[src/rtl/clip_sequencer.sv]
// Record/playback sequencer for NUM_CLIPS audio clips, each in its own single-port memory.
// Tracks each clip's recorded length and stops or loops playback at that length.
module clip_sequencer #(
   parameter int WORD_LENGTH = 16,
   parameter int NUM_CLIPS   = 4,
   parameter int CLIP_DEPTH  = 131072,
   localparam int AW         = $clog2(CLIP_DEPTH),
   localparam int CW         = $clog2(NUM_CLIPS)
) (
   input  logic                   clock_i,
   input  logic                   reset_i,
   input  logic                   play_i,
   input  logic                   record_i,
   input  logic                   stop_i,
   input  logic                   loop_i,
   input  logic                   play_clip_select_i,
   input  logic                   record_clip_select_i,
   input  logic                   sample_done_i,
   input  logic [WORD_LENGTH-1:0] sample_i,
   output logic                   serializer_enable_o,
   output logic                   deserializer_enable_o,
   output logic [NUM_CLIPS-1:0]   mem_enable_o,
   output logic                   mem_we_o,
   output logic [AW-1:0]          mem_addr_o,
   output logic [WORD_LENGTH-1:0] mem_wdata_o,
   output logic [CW-1:0]          play_clip_o,
   output logic [CW-1:0]          record_clip_o,
   output logic                   playing_o,
   output logic                   recording_o,
   output logic [NUM_CLIPS-1:0]   clip_valid_o,
   output logic                   done_o
);

   // state     | meaning
   // ST_IDLE   | no memory access, waiting for record/play command
   // ST_RECORD | writing samples into record_clip at addr_q
   // ST_PLAY   | reading samples from play_clip at addr_q
   typedef enum logic [1:0] {ST_IDLE, ST_RECORD, ST_PLAY} state_t;

   localparam int LW = AW + 1;

   state_t         state_q, state_d;
   logic [AW-1:0]  addr_q, addr_d;
   logic [CW-1:0]  play_clip_q, play_clip_d;
   logic [CW-1:0]  record_clip_q, record_clip_d;
   logic           done_q, done_d;
   logic [LW-1:0]  len_q [NUM_CLIPS];
   logic [LW-1:0]  len_d [NUM_CLIPS];

   logic play_prev_q, record_prev_q, stop_prev_q, psel_prev_q, rsel_prev_q;
   logic play_edge, record_edge, stop_edge, psel_edge, rsel_edge;
   logic wr_fire, last_wr, play_last;
   logic [LW-1:0] written;

   assign play_edge   = play_i & ~play_prev_q;
   assign record_edge = record_i & ~record_prev_q;
   assign stop_edge   = stop_i & ~stop_prev_q;
   assign psel_edge   = play_clip_select_i & ~psel_prev_q;
   assign rsel_edge   = record_clip_select_i & ~rsel_prev_q;

   assign wr_fire   = (state_q == ST_RECORD) && sample_done_i;
   // a sample arriving alongside a stop still counts toward the length
   assign written   = {1'b0, addr_q} + LW'(wr_fire);
   assign last_wr   = wr_fire && (addr_q == AW'(CLIP_DEPTH - 1));
   assign play_last = (({1'b0, addr_q} + LW'(1)) == len_q[play_clip_q]);

   always_comb begin
      state_d       = state_q;
      addr_d        = addr_q;
      done_d        = 1'b0;
      play_clip_d   = play_clip_q;
      record_clip_d = record_clip_q;
      len_d         = len_q;

      if (rsel_edge && state_q != ST_RECORD)
         record_clip_d = (record_clip_q == CW'(NUM_CLIPS - 1)) ? '0 : record_clip_q + CW'(1);
      if (psel_edge && state_q != ST_PLAY)
         play_clip_d = (play_clip_q == CW'(NUM_CLIPS - 1)) ? '0 : play_clip_q + CW'(1);

      case (state_q)
         ST_IDLE: begin
            if (stop_edge) begin
               state_d = ST_IDLE;
            end else if (record_edge) begin
               state_d = ST_RECORD;
               addr_d  = '0;
            end else if (play_edge && len_q[play_clip_q] != '0) begin
               state_d = ST_PLAY;
               addr_d  = '0;
            end
         end
         ST_RECORD: begin
            if (stop_edge || record_edge) begin
               len_d[record_clip_q] = written;
               state_d              = ST_IDLE;
               addr_d               = '0;
            end else if (last_wr) begin
               len_d[record_clip_q] = LW'(CLIP_DEPTH);
               done_d               = 1'b1;
               state_d              = ST_IDLE;
               addr_d               = '0;
            end else if (wr_fire) begin
               addr_d = addr_q + AW'(1);
            end
         end
         ST_PLAY: begin
            if (stop_edge) begin
               state_d = ST_IDLE;
               addr_d  = '0;
            end else if (record_edge) begin
               state_d = ST_RECORD;
               addr_d  = '0;
            end else if (play_edge) begin
               addr_d = '0;
            end else if (sample_done_i) begin
               if (play_last) begin
                  addr_d = '0;
                  if (!loop_i) begin
                     done_d  = 1'b1;
                     state_d = ST_IDLE;
                  end
               end else begin
                  addr_d = addr_q + AW'(1);
               end
            end
         end
         default: begin
            state_d = ST_IDLE;
            addr_d  = '0;
         end
      endcase
   end

   always_ff @(posedge clock_i) begin
      if (reset_i) begin
         state_q       <= ST_IDLE;
         addr_q        <= '0;
         play_clip_q   <= '0;
         record_clip_q <= '0;
         done_q        <= 1'b0;
         play_prev_q   <= 1'b0;
         record_prev_q <= 1'b0;
         stop_prev_q   <= 1'b0;
         psel_prev_q   <= 1'b0;
         rsel_prev_q   <= 1'b0;
         for (int i = 0; i < NUM_CLIPS; i++) len_q[i] <= '0;
      end else begin
         state_q       <= state_d;
         addr_q        <= addr_d;
         play_clip_q   <= play_clip_d;
         record_clip_q <= record_clip_d;
         done_q        <= done_d;
         play_prev_q   <= play_i;
         record_prev_q <= record_i;
         stop_prev_q   <= stop_i;
         psel_prev_q   <= play_clip_select_i;
         rsel_prev_q   <= record_clip_select_i;
         for (int i = 0; i < NUM_CLIPS; i++) len_q[i] <= len_d[i];
      end
   end

   always_comb begin
      mem_enable_o = '0;
      if (state_q == ST_RECORD)
         mem_enable_o = NUM_CLIPS'(1) << record_clip_q;
      else if (state_q == ST_PLAY)
         mem_enable_o = NUM_CLIPS'(1) << play_clip_q;
   end

   always_comb begin
      clip_valid_o = '0;
      for (int i = 0; i < NUM_CLIPS; i++) clip_valid_o[i] = (len_q[i] != '0);
   end

   assign serializer_enable_o   = (state_q == ST_PLAY);
   assign deserializer_enable_o = (state_q == ST_RECORD);
   assign playing_o             = (state_q == ST_PLAY);
   assign recording_o           = (state_q == ST_RECORD);
   assign mem_we_o              = wr_fire;
   assign mem_wdata_o           = wr_fire ? sample_i : '0;
   assign mem_addr_o            = addr_q;
   assign play_clip_o           = play_clip_q;
   assign record_clip_o         = record_clip_q;
   assign done_o                = done_q;

endmodule

[config.mk]
export PLATFORM = sky130hd
export DESIGN_NAME = clip_sequencer
export DESIGN_NICKNAME = d
export VERILOG_FILES = /design/src/rtl/clip_sequencer.sv
export SDC_FILE = /design/constraint.sdc
export NUM_CORES = 1
export LEC_CHECK = 0
export ABC_AREA = 1
export ABC_CLOCK_PERIOD_IN_PS = 7000
export CORE_MARGIN = 2
export CORE_UTILIZATION = 60
export CTS_CLUSTER_SIZE = 40
export DETAILED_ROUTE_END_ITERATION = 10
export PLACE_DENSITY_LB_ADDON = 0.25
export RECOVER_POWER = 25
export SLEW_MARGIN = 20
export SYNTH_ARGS = -nofsm -noshare
export SYNTH_HDL_FRONTEND = slang
export SYNTH_SLANG_ARGS = --single-unit
export TNS_END_PERCENT = 50
[constraint.sdc]
create_clock -name clock_i -period 7 [get_ports clock_i]
set_input_delay 1.4 -clock clock_i [delete_from_list [all_inputs] [get_ports clock_i]]
set_output_delay 1.4 -clock clock_i [all_outputs]
set_load 0.1 [all_outputs]
==> results list <==
- The worst hold path belongs to the class flop to flop.
- Buffers inserted to repair hold after CTS numbered 0.
* Aggregate global routing overflow: 0
- The cell count after synthesis came out at roughly 960.
* Net count after synthesis: approximately 1000
- Insertion delay of the later-clocked pin in the worst-skew pair: 370 ps
- The clock net in this run drives a total of 101 sinks.
- Required time reported for the critical path endpoint: 7270 ps
- Largest net degree at the start of global routing: 96
* Net Sw Power: 0.565 mW
- Summed over all layers, the routed wires come to about 17000 um.
* Final hold violation count: 0
* Overall via count from detail_route: 6464
* Number of antenna violations at the first check in global routing: 0
- TritonCTS clock tree: yes
- Setup crit end kind: flop
- Area share of the largest cell type after synthesis: approximately a third
- Total Die Area: roughly 11000 sq um
- Area growth from synthesis to layout: 15.3%
- Synth Cell Area: 6100 sq um
* Number of fill cells in the layout: 882
- STA puts the critical path data arrival time at 5740 ps.
* HPWL after detailed placement: 12800 um
- Number of buffers between clock root and the deepest sink: 2
- Maximum vdd ir drop: 0.149 mV
* Class of the most critical setup path: input port to flop
- Wire length of the first global-routing pass: 28400 um
- Min Tclk post-route: 5470 ps
- Initial Utilization: between 60% and 70%
- Pins Over Slew Limit: 96
- Crit-path cells: buf_2 -> clkbuf_1 -> inv_1 -> nand3_1 -> nor2_1
- In the global route stage, met2 resource usage came out at 51.1%.
- The H-tree was split into 3 levels.
- In this run the post-CTS setup repair buffer count came out at 0.
- Across every metal layer, demand over resource in global routing totals 31.7%.
- Of the total power, combinational logic draws 29.8%.
- Gates resized during post-CTS repair numbered 0.
* Remaining routing DRC violations: 0
- For this run, the detailed router's first-pass iteration total came to 6.
- The checks that failed: max-capacitance violations, max-slew violations.
* Clock transition at path regs: approximately 100 ps
- Count of input and output buffers: 75
- The repair_antennas step left the layout with diodes totalling 0.
- Dominant cells by area after synthesis: dfxtp_1 (33%), nand2_1 (21%), a21oi_1 (8.1%)
- The clock network accounts for ~30% of the total power.
- Busiest layer in global routing: met2
- Synthesis inferred between 100 and 150 register bits.
- Of the available clock period, the critical path in the final layout requires about 80%.
- The tree is rooted in a clkbuf_8.
* Die outline height: 105 um
- Yosys top cell by area: dfxtp_1
* Mean Syn Cell Area: 6.34 sq um
* Yosys warning total: 0
- The die is 105 um wide.
- Between clock sinks in the finished design, the worst skew comes to 10.7 ps.
- Highest clock rate: 183 MHz
- After detailed routing, the number of vias per cell comes to 5.62.
- Largest incremental delay on the critical path: 3060 ps
- Via count of the first global-routing pass: ~5700
* Sw Share: 38.1%
- Sequential cell area fraction in the yosys report: 33.1%
* Slew HR: -193%
- Sequential cells account for 40.3% of the total power.
* Top-Level Pins: 76
* Sequential cell area in the final layout: between 2000 and 2500 sq um
- Max-cap viol count: 1
- For this run, the share of the core covered by cells in the final layout is 71.7%.
- At the end of the flow, the number of nets in the layout was 1052.
- Drt first-iter violations: 612
- Worst setup SP type: input port
* Final weighted congestion in routability-driven placement: about 0.97
* Int Pwr: 0.918 mW
* Static leakage: around 2.8 nW
- The run finished, with violations left.
- Share of cells above drive strength 1: 7.47%
- Area used by multi-input combinational logic: approximately 3500 sq um
* Clock buffers created by TritonCTS: 9
* Placeable Area: 9820 sq um
- In the global route stage, met1 resource usage came out at a little over two fifths.
* Worst reg-to-reg setup slack: about 3600 ps
- Biggest fanout along the worst timing path: 95
- Synth cell types: 35
- Global Route met3 Usage: roughly 4.5%
- After routing, the total negative slack on setup checks comes to 0 ps.
- The count of nets left with antenna violations once routing finished came out at 0.
- Max stage delay cell, worst path: clkbuf_1
* Power per unit of standard cell area: 211 nW/um^2
* Avg WL per Cell: roughly 15 um
- Unrepaired setup endpoints after global routing: no
* Worst-margin pin slew: 4400 ps
* Site row count: 36
- Final number of setup-violating endpoints: 0
stage by stage:
stage | power, mW | area, sq um | setup slack (ps) | std cells | hold slack [ps]
6_report | 1.48 | 7040 | 1530 | 1150 | 482
5_1_grt | 1.53 | 7040 | 1190 | 1150 | 500
2_1_floorplan | 0.958 | 6100 | 1790 | 962 | 449
4_1_cts | 1.48 | 7040 | 2240 | 1150 | 480
3_3_place_gp | 1.04 | 6800 | 2290 | 1134 | 463
3_5_place_dp | 1.05 | 6800 | 2250 | 1134 | 466
final cells by class:
type | count | share of cell area, %
Clock buffer | 11 | 2.15
Clock inverter | 5 | 1.26
Inverter | 88 | 4.69
Multi-Input combinational cell | 732 | 49.7
Sequential cell | 101 | 28.7
Tap cell | 133 | 2.36
Timing Repair Buffer | 80 | 11.1
routing by layer:
metal	wire length [um]	part of all wire, %
met3	1550	9.0
met1	7400	43
met4	453	2.6
met5	0	0
met2	7860	46
cells in the final DEF, fill, tap and decap left out, drive strengths merged:
| master | n |
|---|---|
| nand2 | 359 |
| a21oi | 108 |
| dfxtp | 101 |
| inv | 90 |
| nand3 | 87 |
| nor2 | 81 |
| clkdlybuf4s50 | 73 |
| o21ai | 27 |
| ha | 15 |
| nor4 | 13 |
| nand4 | 13 |
| clkbuf | 12 |
| nor3 | 9 |
| buf | 5 |
| or4 | 4 |
| nand3b | 4 |
| a211oi | 4 |
| o31ai | 2 |
| bufinv | 2 |
| or2 | 2 |
| o21a | 1 |
| a31oi | 1 |
| xnor2 | 1 |
| a221oi | 1 |
| clkinv | 1 |
| dlygate4sd3 | 1 |
power by group through the flow:
stage          clock, mW  combinational, mW  sequential (mW)
6_report           0.444              0.441            0.597
5_1_grt            0.467              0.469            0.598
4_1_cts            0.447              0.437            0.596
3_5_place_dp           0              0.436            0.609
3_3_place_gp           0              0.432            0.609
2_1_floorplan          0              0.330            0.629
logic make-up after synthesis:
group,Yosys count,share of synthesized area (%)
simple gates,572,41.4
fa+ha+maj,15,3.08
flops,101,33.1
compound gates,144,12.7
buf+inv,129,9.51
xor+xnor,1,0.144
worst max-delay path, delay by kind of cell:
kind | cells | cell delay (ps)
buffers and inverters | 3 | 3930
and+or+nand+nor | 2 | 400
flip-flops by register name (all words and copies together) (netlist names), 2 cells and up:
signal         cells
len_q             72
mem_addr_o        17
play_clip_o        2
record_clip_o      2
state_q            2
cell usage after synthesis:
library cell / count
dfxtp_1: 101
ha_1: 15
inv_1: 78
inv_2: 10
or2_2: 1
nor2_1: 69
nor2_8: 1
nand3_2: 11
o31ai_1: 2
or2_1: 1
or4_1: 4
a211oi_1: 4
nor2_2: 9
nor2_4: 2
nand2_4: 2
buf_6: 9
nand3_1: 75
o21a_1: 1
o21ai_0: 22
nand4_1: 13
clkbuf_1: 21
nand3b_1: 4
a31oi_1: 1
nand2_1: 348
xnor2_1: 1
a221oi_1: 1
a21oi_2: 9
nand3_4: 1
nand2_2: 9
nor3_1: 9
nor4_1: 13
buf_4: 6
buf_2: 5
o21ai_1: 5
a21oi_1: 99
worst paths after layout:
check,start,endpoint,depth (start not counted)
setup / recovery,reset_i,done_o,5
hold / removal,len_q[60],len_q[60],2
setup reg to reg,state_q[1],len_q[52],16
hold reg to reg,len_q[60],len_q[60],2
Power figures use the tool's default switching activity.
